## config.mk

```make
export PLATFORM = sky130hd
export DESIGN_NAME = mmio_led_bank
export DESIGN_NICKNAME = d
export VERILOG_FILES = /design/src/rtl/mmio_pkg.sv /design/src/rtl/led_channel.sv /design/src/rtl/mmio_led_bank.sv
export SDC_FILE = /design/constraint.sdc
export NUM_CORES = 1
export LEC_CHECK = 0
export CORE_MARGIN = 8
export CORE_UTILIZATION = 55
export DETAILED_ROUTE_END_ITERATION = 7
export GPL_TIMING_DRIVEN = 0
export PLACE_DENSITY = 0.91
export SYNTH_ARGS = -nofsm -noshare
export SYNTH_HDL_FRONTEND = slang
export SYNTH_HIERARCHICAL = 1
export SYNTH_SLANG_ARGS = --single-unit
```

## constraint.sdc

```tcl
create_clock -name clk -period 3.75 [get_ports clk]
set_input_delay 0.75 -clock clk [delete_from_list [all_inputs] [get_ports clk]]
set_output_delay 0.75 -clock clk [all_outputs]
set_load 0.05 [all_outputs]
```

## src/rtl/mmio_pkg.sv

```systemverilog
// mmio_pkg: bus command codes, LED channel modes and CTRL field layout
package mmio_pkg;
  localparam logic [1:0] MNONE = 2'b00;
  localparam logic [1:0] MREAD = 2'b01;
  localparam logic [1:0] MWRITE = 2'b10;
  typedef enum logic [1:0] {
    LM_STATIC = 2'b00,
    LM_BLINK = 2'b01,
    LM_ROTATE = 2'b10
  } led_mode_t;
  localparam int CTRL_MODE_LSB = 0;
  localparam int CTRL_MODE_W = 2;
  localparam int CTRL_PER_LSB = 8;
  localparam int CTRL_PER_W = 8;
endpackage

```

## src/rtl/led_channel.sv

```systemverilog
// led_channel: one LED channel with value/control registers and blink/rotate animation
module led_channel
  import mmio_pkg::*;
#(
  parameter int LED_W = 8
) (
  input  logic             clk,
  input  logic             reset,
  input  logic             tick,
  input  logic             wr_val,
  input  logic             wr_ctrl,
  input  logic [15:0]      write_data,
  output logic [15:0]      rd_val,
  output logic [15:0]      rd_ctrl,
  output logic [LED_W-1:0] led
);
  logic [LED_W-1:0] val;
  logic [CTRL_MODE_W-1:0] mode;
  logic [CTRL_PER_W-1:0] period;
  logic [7:0] cnt;
  logic phase, step, evt, unused_wd;
  // a CTRL write restarts the animation, so that cycle's tick is not counted
  assign step = tick && period != '0 && !wr_ctrl;
  assign evt = step && cnt == period - 8'd1;
  assign unused_wd = ^write_data;
  always_ff @(posedge clk) begin
    if (reset) begin
      val <= '0;
      mode <= LM_STATIC;
      period <= '0;
      cnt <= '0;
      phase <= 1'b1;
    end else begin
      if (wr_ctrl) begin
        mode <= write_data[CTRL_MODE_LSB +: CTRL_MODE_W];
        period <= write_data[CTRL_PER_LSB +: CTRL_PER_W];
        cnt <= '0;
        phase <= 1'b1;
      end else if (step) begin
        cnt <= evt ? '0 : cnt + 8'd1;
        if (evt && mode == LM_BLINK) phase <= ~phase;
      end
      if (wr_val) val <= write_data[LED_W-1:0];
      else if (evt && mode == LM_ROTATE) val <= (val << 1) | (val >> (LED_W - 1));
    end
  end
  assign rd_val = 16'(val);
  assign rd_ctrl = {period, 6'd0, mode};
  assign led = (mode == LM_BLINK && !phase) ? '0 : val;
endmodule

```

## src/rtl/mmio_led_bank.sv

```systemverilog
// mmio_led_bank: memory-mapped bank of animated LED channels with registered readback
module mmio_led_bank
  import mmio_pkg::*;
#(
  parameter logic [8:0] BASE_ADDR = 9'h100,
  parameter int NUM_CH = 2,
  parameter int LED_W = 8,
  parameter int PRESCALE = 50000
) (
  input  logic                    clk,
  input  logic                    reset,
  input  logic [1:0]              mem_cmd,
  input  logic [8:0]              mem_addr,
  input  logic [15:0]             write_data,
  output logic [15:0]             read_data,
  output logic                    read_hit,
  output logic [NUM_CH*LED_W-1:0] led_out
);
  localparam int PW = $clog2(PRESCALE);
  logic [PW-1:0] pcnt;
  logic tick, hit, wr, rd;
  logic [8:0] off;
  logic [15:0] rdata;
  logic [15:0] vals [NUM_CH];
  logic [15:0] ctrls [NUM_CH];
  assign off = mem_addr - BASE_ADDR;
  assign hit = mem_addr >= BASE_ADDR && {1'b0, mem_addr} < {1'b0, BASE_ADDR} + 10'(2 * NUM_CH);
  assign wr = hit && mem_cmd == MWRITE;
  assign rd = hit && mem_cmd == MREAD;
  assign tick = pcnt == PW'(PRESCALE - 1);
  for (genvar k = 0; k < NUM_CH; k++) begin : g_ch
    led_channel #(.LED_W(LED_W)) u_ch (
      .clk(clk),
      .reset(reset),
      .tick(tick),
      .wr_val(wr && off[8:1] == 8'(k) && !off[0]),
      .wr_ctrl(wr && off[8:1] == 8'(k) && off[0]),
      .write_data(write_data),
      .rd_val(vals[k]),
      .rd_ctrl(ctrls[k]),
      .led(led_out[k*LED_W +: LED_W])
    );
  end
  always_comb begin
    rdata = '0;
    for (int k = 0; k < NUM_CH; k++)
      if (off[8:1] == 8'(k)) rdata = off[0] ? ctrls[k] : vals[k];
  end
  always_ff @(posedge clk) begin
    if (reset) begin
      pcnt <= '0;
      read_data <= '0;
      read_hit <= 1'b0;
    end else begin
      pcnt <= tick ? '0 : pcnt + PW'(1);
      read_hit <= rd;
      if (rd) read_data <= rdata;
    end
  end
endmodule

```

==> metrics.yaml <==
ys_types: 47
dpl.hpwl_um: 9050
globalRouteOverflowTotal: 0
avgSynthCellArea_um2: 9.62
synth_top_area_share_pct: 35.6
nets: 641
whs_ns: 0.477
rsz0062_at_grt: "no"
clock_path_buffers: 2
fin_area_mm2: 0.00592
coreArea_mm2: 0.00868
holdBufCountCts: 0
worstPathArrival_ns: 3.55
critPathSlowestCell: "nor4_1"
drt-total-wl_um: 12000
synth_largest_area_cell: "dfxtp_1"
ctsResizeCount: 0
die_width_um: 110
place_congestion: 0.817
synth_edf_count: 0
initial_core_util_pct: 56.4
cts_root_buf: "clkbuf_8"
grt_pass1_wl_um: 19600
clk_pin_slew_ns: 0.10
grt.total_usage_pct: 20.3
synth_seq_cells: 87
hold_viol: 0
port_buffers: 59
clkLatencyLatePin_ns: 0.36
yosys_most_used_dff: "dfxtp_1"
setup_violations: 0
num_rows: 34
worstPathMaxFanout: 8
hp-class: "flip-flop to flip-flop"
max_slew_margin_pct: 30.5
ys_seq_area_share_pct: 35.6
cpPeakStageDelay_ns: 0.85
drt_iter0_drc: 224
maxSlewViolCount: 0
cts_tree: "yes"
critPathCaptureType: "flip-flop"
grt_max_degree: 19
wire_per_inst_um: 16.7
worst_clock_skew_ns: 0.00951
power.leakage_nw: 2.31
required_ns: 4.01
min_period_over_period_pct: 87.9
dpl-instance-area_mm2: 0.00572
via_count: 4067
async_flop_share_pct: 0
cts_buffers: 9
power_density_mw_per_mm2: 291
drc: 0
synth_warnings: 6
postCtsSetupRepairBufs: 0
areaGrowthSynthToFinish_pct: 20.9
ant_nets: 0
maxCapViolations: 0
critPathKind: "flip-flop to flip-flop"
antenna_cells: 0
synthTopCellsByArea: "dfxtp_1 36%, mux2i_1 7.4%, mux4_2 7.4%, xnor2_1 6.3%, nor2_1 5.2%"
tns_ns: 0
h-tree-depth: 3
fin_crit_ns: 3.29
grt_pass1_vias: 4148
fp.dieH_um: 110
max_freq_mhz: 303
firstDrtPassIters: 5
die_area_mm2: 0.0122
drive_gt1_share_pct: 14.8
antenna_found_initial: 0
worst-r2r-setup-slack_ns: 0.46
synth.cell_area_mm2: 0.00490
synth_cells: 509
ir_drop_v: 0.000173
cp_cell_sequence: "nor4b_1 > nand3b_1 > nor4_1 > o41a_1 > nand2b_1 > o41a_4 > a221o_1"
ios: 62
cts.sink_count: 87
startpoint_type: "flip-flop"
tightest_slew_ns: 1.03
post_drt_via_cell_ratio: 5.66
status: "finished clean"
cell usage after synthesis (all sizes together), types with 15 or more instances:
cell type and number:
dfxtp 87, nor2 68, buf 40, mux2i 36, xnor2 35, nor3 22
nor2b 20, nand2 17, a221o 16, and2 16, mux4 16, nand3 16
inv 15
registers in the layout, indices dropped and copies added (netlist names):
name and cells:
g_ch.u_ch/phase 2, read_hit 1, pcnt 16, g_ch.u_ch/cnt 16
read_data 16, g_ch.u_ch/mode 4, g_ch.u_ch/val 16, g_ch.u_ch/period 16
report_power, final:
part	switching [mW]	total, mW	internal (mW)	leakage [nW]
clock	0.390	0.654	0.264	0.0985
combinational	0.0576	0.135	0.0777	1.51
sequential	0.00612	0.934	0.928	0.701
routing by layer:
| metal | vias up | track usage [%] | part of all wire (%) |
|---|---|---|---|
| met4 | 0 | 9.04 | 1.5 |
| li1 | 1952 | - | - |
| met5 | - | 0 | 0 |
| met2 | 117 | 35.4 | 53 |
| met3 | 18 | 3.49 | 4.9 |
| met1 | 1980 | 23.9 | 41 |
kinds of logic after synthesis:
logic type | after synthesis | share of synthesized area, %
other | 2 | 0.153
buffers and inverters | 60 | 7.05
multiplexers | 52 | 14.7
XOR/XNOR | 48 | 8.58
adder cells (fa/ha/maj) | 7 | 1.79
flip-flops | 87 | 35.6
AO/OA/AOI/OAI | 47 | 9.20
AND/OR/NAND/NOR | 206 | 23.0
worst paths after layout:
check                                     endpoint  cells after the start                 from
setup / recovery  g_ch[0].u_ch/val[5]$_SDFFE_PP0P_                      7  pcnt[11]$_SDFF_PP0_
hold / removal                  pcnt[0]$_SDFF_PP0_                      1   pcnt[0]$_SDFF_PP0_
setup reg to reg  g_ch[0].u_ch/val[5]$_SDFFE_PP0P_                      7  pcnt[11]$_SDFF_PP0_
hold reg to reg                 pcnt[0]$_SDFF_PP0_                      1   pcnt[0]$_SDFF_PP0_
stage by stage:
step	power, mW	utilization [%]	instances	setup slack [ns]
global placement	1.08	65.9	702	0.328
CTS	1.73	68.2	718	0.537
global route	1.78	68.2	718	0.309
detailed placement	1.09	65.9	702	0.202
finish	1.72	68.2	718	0.455
floorplan	1.04	-	535	1.14
cells in the final DEF (no fill, tap or decap), drive strengths merged, types with 7 or more instances in the layout:
cell type,instances
inv,19
nor2b,20
nand4,7
and2,16
conb,28
ha,7
a221o,16
nor4,12
nor3,22
clkdlybuf4s50,59
mux2i,36
nor2,68
buf,40
xnor2,35
clkbuf,14
nand3,16
xor2,13
nand2,17
mux4,16
dfxtp,87
area by class of cell:
class                           instances  area (um^2)
Timing Repair Buffer                   59          591
Inverter                               15         56.3
Clock buffer                            9          124
Sequential cell                        87         1740
Multi-Input combinational cell        388         2910
Clock inverter                          7         75.1
Buffer                                 45          289
Tap cell                              108          135
Fill cell                             628         2760
worst max-delay path, delay by kind of cell, from the launching register on:
kind             cells  cell delay [ns]
AND/OR/NAND/NOR      4             1.67
flip-flops           1             0.38
AO/OA/AOI/OAI        3             1.13
(Power assumes the default switching activity.)
